$ cat config.mk
export PLATFORM = sky130hd
export DESIGN_NAME = adder_lbist_top
export DESIGN_NICKNAME = d
export VERILOG_FILES = /design/src/rtl/adder_lbist_top.sv
export SDC_FILE = /design/constraint.sdc
export NUM_CORES = 1
export LEC_CHECK = 0
export BUFFER_PORTS_ARGS = -buffer_cell sky130_fd_sc_hd__buf_2
export CAP_MARGIN = 10
export CORE_MARGIN = 2
export CORE_UTILIZATION = 30
export DETAILED_ROUTE_END_ITERATION = 8
export MAX_ROUTING_LAYER = met4
export PLACE_DENSITY = 0.58
export SETUP_SLACK_MARGIN = 0.02
export SYNTH_ARGS = -nofsm -noshare
export SYNTH_HDL_FRONTEND = slang
export SYNTH_SLANG_ARGS = --single-unit
$ cat constraint.sdc
create_clock -name pin_clk -period 9 [get_ports pin_clk]
set_clock_uncertainty 0.2 [all_clocks]
set_input_delay 0 -clock pin_clk [delete_from_list [all_inputs] [get_ports pin_clk]]
set_output_delay 0 -clock pin_clk [all_outputs]
set_load 0.005 [all_outputs]
$ cat src/rtl/adder_lbist_top.sv
// Purpose: N-bit ripple adder with registered functional path and on-chip logic BIST (LFSR -> adder -> MISR).
// Latency: functional 2 cycles pin-to-pin; BIST done PATTERNS+3 cycles after the start cycle.
// Backpressure: none; free-running datapath, pin_start is ignored while busy or in functional mode.
//
// Ports:
//   pin_clk, pin_rst            clock (rising edge), synchronous active-high reset
//   pin_a, pin_b, pin_cin       functional operands (sampled when pin_sel=0)
//   pin_sel                     0 functional, 1 test; dropping it mid-run aborts the BIST
//   pin_start                   BIST start pulse (IDLE or DONE, test mode only)
//   pin_sum, pin_co             functional result (sel=0) or live MISR contents (sel=1)
//   pin_busy, pin_done, pin_pass BIST status; pass is meaningful only while done
module adder_lbist_top #(
    parameter int             N         = 16,
    parameter int             PATTERNS  = 256,
    parameter logic [2*N:0]   SEED      = 33'h1,
    parameter logic [2*N:0]   LFSR_TAPS = 33'h1_0008_0000,
    parameter logic [N:0]     MISR_TAPS = 17'h1_2000,
    parameter logic [N:0]     GOLDEN    = 17'h0
) (
    input  logic         pin_clk,
    input  logic         pin_rst,
    input  logic [N-1:0] pin_a,
    input  logic [N-1:0] pin_b,
    input  logic         pin_cin,
    input  logic         pin_sel,
    input  logic         pin_start,
    output logic [N-1:0] pin_sum,
    output logic         pin_co,
    output logic         pin_busy,
    output logic         pin_done,
    output logic         pin_pass
);

    localparam int              W    = 2 * N + 1;
    localparam int              CW   = $clog2(PATTERNS + 1);
    localparam logic [CW-1:0]   LAST = CW'(PATTERNS - 1);

    typedef enum logic [1:0] {
        IDLE  = 2'd0,
        RUN   = 2'd1,
        DRAIN = 2'd2,
        DONE  = 2'd3
    } state_t;

    state_t          state;
    state_t          state_n;
    logic [W-1:0]    lfsr;
    logic [W-1:0]    lfsr_next;
    logic [N:0]      misr;
    logic [N:0]      misr_next;
    logic [CW-1:0]   count;
    logic            drain_cnt;

    // Stage 1: operand register {cin, b, a}; stage 2: result register {co, sum}
    logic [W-1:0]    in_reg;
    logic            in_vld;
    logic [N:0]      res_reg;
    logic            res_vld;
    logic [N:0]      add_res;

    logic            start_run;
    logic            issue;

    // Ripple-carry adder on the operand register
    always_comb begin
        logic [N:0] carry;
        carry    = '0;
        add_res  = '0;
        carry[0] = in_reg[W-1];
        for (int i = 0; i < N; i++) begin
            add_res[i]   = in_reg[i] ^ in_reg[N+i] ^ carry[i];
            carry[i+1]   = (in_reg[i] & in_reg[N+i]) | (carry[i] & (in_reg[i] ^ in_reg[N+i]));
        end
        add_res[N] = carry[N];
    end

    // Galois LFSR and MISR next-state
    always_comb begin
        lfsr_next = (lfsr >> 1) ^ (lfsr[0] ? LFSR_TAPS : '0);
        misr_next = (misr >> 1) ^ (misr[0] ? MISR_TAPS : '0) ^ res_reg;
    end

    // Next-state / control decode
    always_comb begin
        state_n   = state;
        start_run = 1'b0;
        issue     = 1'b0;
        case (state)
            IDLE: begin
                if (pin_start) begin
                    start_run = 1'b1;
                    state_n   = RUN;
                end
            end
            RUN: begin
                issue = 1'b1;
                if (count == LAST) begin
                    state_n = DRAIN;
                end
            end
            DRAIN: begin
                // drain_cnt marks the second drain cycle
                if (drain_cnt) begin
                    state_n = DONE;
                end
            end
            DONE: begin
                if (pin_start) begin
                    start_run = 1'b1;
                    state_n   = RUN;
                end
            end
            default: state_n = IDLE;
        endcase
        // Functional mode overrides everything: hold or abort to IDLE
        if (!pin_sel) begin
            state_n   = IDLE;
            start_run = 1'b0;
            issue     = 1'b0;
        end
    end

    always_ff @(posedge pin_clk) begin
        if (pin_rst) begin
            state     <= IDLE;
            lfsr      <= SEED;
            misr      <= '0;
            count     <= '0;
            drain_cnt <= 1'b0;
            in_reg    <= '0;
            in_vld    <= 1'b0;
            res_reg   <= '0;
            res_vld   <= 1'b0;
        end else begin
            state     <= state_n;
            drain_cnt <= (state == DRAIN) && pin_sel && !drain_cnt;

            if (start_run) begin
                lfsr  <= SEED;
                count <= '0;
            end else if (issue) begin
                lfsr  <= lfsr_next;
                count <= count + 1'b1;
            end

            if (!pin_sel) begin
                in_reg <= {pin_cin, pin_b, pin_a};
            end else if (issue) begin
                in_reg <= lfsr;
            end
            in_vld  <= issue;

            res_reg <= add_res;
            // An abort kills any result still in flight
            res_vld <= in_vld && pin_sel;

            // MISR is left untouched on abort so the partial signature stays visible
            if (start_run) begin
                misr <= '0;
            end else if (res_vld && pin_sel) begin
                misr <= misr_next;
            end
        end
    end

    always_comb begin
        pin_sum  = pin_sel ? misr[N-1:0] : res_reg[N-1:0];
        pin_co   = pin_sel ? misr[N]     : res_reg[N];
        pin_busy = (state == RUN) || (state == DRAIN);
        pin_done = (state == DONE);
        pin_pass = (state == DONE) && (misr == GOLDEN);
    end

endmodule

# After elaboration in Yosys (flattened, before gate mapping)
# Cells that the tools add are included.
# word_totals
ff_bits	114
input_bits	37
out_inout_bits	20
word_cells	130
# classes
addsub	1
n_eq_ne	8
n_mux	15
bitwise	84
n_reduce_logical	13
# ops
op	count
two-way mux 33 bit	3
bitwise XOR 32 x 33 -> 33 bit	1
bitwise AND 1 bit	32
bitwise XOR 1 bit	32
logical NOT 17 bit	1
two-way mux 17 bit	1
bitwise XOR 16 x 17 -> 17 bit	1
bitwise XOR 17 bit	1
two-way mux 16 bit	1
bitwise OR 1 bit	16
adder 9 x 1 -> 9 bit (second input constant)	1
equality test 9 x 8 -> 1 bit (second input constant)	1
two-way mux 1 bit	6
two-way mux 2 bit	3
case mux 2 bit (3 select lines)	1
OR reduction 2 bit	3
logical AND 1 bit	5
equality test 2 bit (second input constant)	2
inequality test 2 x 1 -> 1 bit (second input constant)	2
inequality test 2 bit (second input constant)	2
AND reduction 3 bit	1
equality test 2 x 1 -> 1 bit (second input constant)	1
logical NOT 2 bit	1
logical NOT 1 bit	1
2 further kinds	2

# Longest topological paths before layout
# depth
word_depth	33
ltp_mapped	20
depth_no_buf	20

# Worst setup path after synthesis
# No wires, ideal clock.
# synth_timing
path_type	reg2reg
start	reg in_reg[0]
end	reg res_reg[15]
setup_ns	0.066
arrival_time_ns	6.411
required_time_ns	8.734
path_slack_ns	2.323
path_stages_with_launch	21
n_path_buf	0
period_less_slack_ns	6.677
cell_sequence	dfxtp_1 > fa_1 > inv_1 > fa_1 > inv_1 > fa_1 > fa_1 > fa_1 > fa_1 > fa_1 > fa_1 > fa_1 > fa_1 > fa_1 > fa_1 > fa_1 > fa_1 > fa_1 > inv_1 > fa_1 > nor2_1
# synth_via
elab_chain_len	32
word_cells_on_any_way	33
cone_classes	bitwise: 33
# synth_rtl
item	line_no	text
start, declared	55	logic [W-1:0] in_reg;
start signal, assigned	147	in_reg <= {pin_cin, pin_b, pin_a};
start signal, assigned	149	in_reg <= lfsr;
bitwise XOR 1 bit	72	carry[i+1] = (in_reg[i] & in_reg[N+i]) | (carry[i] & (in_reg[i] ^ in_reg[N+i]));
bitwise AND 1 bit	72	
bitwise OR 1 bit *	72	
bitwise AND 1 bit *	72	
bitwise OR 1 bit *	72	
bitwise AND 1 bit *	72	
bitwise OR 1 bit *	72	
bitwise AND 1 bit *	72	
[... 16 more ...]	--	
bitwise OR 1 bit *	72	
bitwise AND 1 bit *	72	
bitwise OR 1 bit *	72	
bitwise AND 1 bit *	72	
bitwise OR 1 bit *	72	
bitwise AND 1 bit *	72	
bitwise OR 1 bit *	72	
bitwise XOR 1 bit *	71	add_res[i] = in_reg[i] ^ in_reg[N+i] ^ carry[i];
end signal, assigned	153	res_reg <= add_res;
end, declared	57	logic [N:0] res_reg;
# Mark *: on every way between the ends. The rest lies on a longest branch, timed or not.
# A chain may end at the register's enable or synchronous reset.

# Worst setup path after layout
# Ends and elaborated chain as after synthesis.

==> summary.md <==
| Metric | Value |
|---|---|
| CTS sink count | `114` |
| DR pass1 iterations | `4` |
| CTS tree | `done` |
| Final setup viols | `0` |
| Ant diodes | `0` |
| Worst r2r path cells | `20` |
| Final worst path period need | `about 7.0 ns` |
| Synth top area cells | `dfxtp_1, a211oi_1, mux2i_1, fa_1, nand2_1` |
| Std-Cell Rows | `47` |
| Reg clk slew, reported paths | `around 0.05 ns` |
| Grt ovf | `0` |
| PnR worst setup slack | `around 2 ns` |
| VDD IR max | `about 0.15 mV` |
| Register area share after synthesis | `about 45%` |
| Post-Route WL | `11.9 mm` |
| Post-DP HPWL | `~7.8 mm` |
| Worst Path Class, Setup | `reg2reg` |
| Max cap viols | `0` |
| Mapped Area | `slightly above 5000 um^2` |
| Relative max-transition margin | `approximately 28%` |
| Full die area | `between 15000 and 20000 um^2` |
| Hold depth | `2` |
| Die Ht | `approximately 130 um` |
| Synth Register Bits | `around 110` |
| Detailed Route Iter0 Violations | `172` |
| RSZ-0062 raised after global routing | `no` |
| Clk Latency, worst-skew pair | `0.40 ns` |
| GPL Wtd Cong | `roughly 0.81` |
| Routed Antenna Nets | `0` |
| Synth warn | `0` |
| Final Hold Fails | `0` |
| Post-synth net total | `~590` |
| Mean Syn Cell Area | `roughly 9.5 um^2` |
| Count of cell types in the netlist | `35` |
| Synth async-reset ratio | `0%` |
| Hold Path Class | `in2reg` |
| CTS buffer count | `17` |
| Synth Flop Type | `dfxtp_1` |
| Wirelength per Cell | `roughly 14 um` |
| H-tree levels | `4` |
| Final Max Slew Viols | `0` |
| Final period util | `77.7%` |
| Post-CTS sizing | `0` |
| Place WS | `2.04 ns` |
| Vias | `a little under 4000` |
| Critical Path End Type | `register` |
| Core area | `approximately 17000 um^2` |
| Status | `complete, no violations` |
| Initial Utilization | `a little under a third` |
| Vias in the first global route | `3986` |
| Required time of the critical path | `approximately 9.1 ns` |
| Die width | `around 130 um` |
| Worst EP arrival | `around 7.1 ns` |
| Critical Path Start Type | `register` |
| Slew @ Worst Pin | `about 1.1 ns` |
| Clock tree root buffer cell | `clkbuf_16` |
| Clock buffer depth | `2` |
| I/O pins | `57` |
| DRC violations left | `0` |
| Max Fclk | `between 100 and 150 MHz` |
| Largest area contributor in the netlist | `dfxtp_1` |
| Initial antenna violation count | `0` |
| Worst-path maximum fanout | `2` |
| Layout cells sized above 1 | `a little under a fifth` |
| First-pass GRT wire length | `19.7 mm` |
| Vias/cell | `around 4.7` |
| Leakage | `2.36 nW` |
| Post-synth top area share | `a little under half` |
| Largest net degree at the start of global routing | `between 80 and 90` |
| Area growth, synth to finish | `27.3%` |
| Post-synth EDFFs | `0` |
| Port bufs | `56` |
| GRT Total Usage | `14.4%` |
| Post-route setup TNS | `0 ns` |
| Nets | `around 670` |
| Cells after Synth | `530` |
| # fillers | `1644` |
| PwrDens | `roughly 220 nW/um^2` |
-- layer usage --
metal	vias to the layer above	share of wire, %	wire length (um)	GRT usage, %
met2	66	47	5520	23.0
met4	0	0.99	118	3.90
met5	-	0	0	-
met3	10	3.5	415	3.69
met1	1931	49	5810	18.1
li1	1970	-	-	-
-- worst paths after layout --
| kind | startpoint | endpoint | slack, ns |
|---|---|---|---|
| worst max-delay path | in_reg[0] | res_reg[15] | 2.01 |
| worst min-delay path | pin_rst | res_reg[0] | 0.05 |
| worst max register to register | in_reg[0] | res_reg[15] | 2.01 |
| worst min register to register | in_vld | res_vld | 0.22 |
-- layout by cell type (no fill, tap or decap), types with 2 or more instances in the layout --
cell type / synthesis / final
nand4_2: 2 / 2
nand2_1: 70 / 70
xnor2_1: 19 / 19
o31ai_1: 2 / 2
clkbuf_8: 0 / 4
inv_1: 15 / 15
a211oi_1: 51 / 51
a31oi_1: 3 / 3
and2_1: 2 / 2
nor4_1: 2 / 2
clkbuf_16: 0 / 17
clkinvlp_4: 0 / 3
dfxtp_1: 114 / 114
mux2i_1: 33 / 33
fa_1: 16 / 16
nand3_1: 4 / 4
ha_1: 6 / 5
o21ai_0: 3 / 3
nor2b_1: 14 / 14
bufinv_16: 0 / 4
nand2b_1: 4 / 4
mux2_2: 17 / 17
or4_1: 3 / 3
a21oi_1: 37 / 37
nand4_1: 3 / 3
or3_1: 4 / 4
nor2_1: 62 / 62
clkinv_2: 0 / 2
buf_4: 3 / 6
buf_2: 15 / 55
dlygate4sd3_1: 0 / 34
-- metrics by stage --
step | util (%) | hold WS, ns | instance area (um^2) | power (mW) | instances
floorplan | - | -0.0280 | 5040 | 0.631 | 530
global placement | 32.9 | 0.0760 | 5440 | 0.666 | 774
detailed placement | 32.9 | 0.0863 | 5440 | 0.669 | 774
CTS | 38.8 | 0.0545 | 6420 | 1.40 | 839
global route | 38.8 | 0.0979 | 6420 | 1.44 | 839
finish | 38.8 | 0.0530 | 6420 | 1.39 | 839
-- Yosys cell counts, types with 6 or more instances --
cell        n
dfxtp_1   114
nand2_1    70
nor2_1     62
a211oi_1   51
a21oi_1    37
mux2i_1    33
xnor2_1    19
mux2_2     17
fa_1       16
buf_2      15
inv_1      15
nor2b_1    14
clkbuf_1   13
ha_1        6
-- critical path, cell delays in order (launching register included) --
cell,delay (ns)
dfxtp_1,0.32
fa_1,0.41
inv_1,0.07
fa_1,0.15
inv_1,0.05
fa_1,0.40
fa_1,0.41
fa_1,0.40
fa_1,0.39
fa_1,0.39
fa_1,0.40
fa_1,0.40
fa_1,0.38
fa_1,0.39
fa_1,0.39
fa_1,0.39
fa_1,0.40
fa_1,0.38
inv_1,0.08
fa_1,0.40
nor2_1,0.10
-- area by class of cell --
cell class              instances  area (um^2)  share of cell area, %
repair buffers                 95          661                   10.3
inverters                      15         56.3                  0.878
clock inverters                 9          153                   2.38
well taps                     220          275                   4.29
clock buffers                  22          484                   7.55
flip-flops and latches        114         2280                   35.6
multi-input cells             364         2500                   39.0
-- cells by family after synthesis --
logic type / share of synthesized area (%)
xor+xnor: 3.48
buf+inv: 5.06
fa+ha+maj: 7.85
compound gates: 12.6
flops: 45.3
simple gates: 15.4
mux: 10.4
-- power by group --
part / total, mW / leakage, nW / switching [mW] / internal (mW)
Sequential: 0.548 / 0.931 / 0.0205 / 0.527
Clock: 0.717 / 0.304 / 0.227 / 0.490
Combinational: 0.122 / 1.13 / 0.0617 / 0.0603
-- timing repair --
| item | CTS | global route |
|---|---|---|
| endpoints found under the setup margin | 0 | 0 |
| hold buffers | 34 | 0 |
| endpoints found under the hold margin | 35 | 0 |
| buffers inserted | 0 | 0 |
Note: power is estimated with default switching activity, not from simulation.
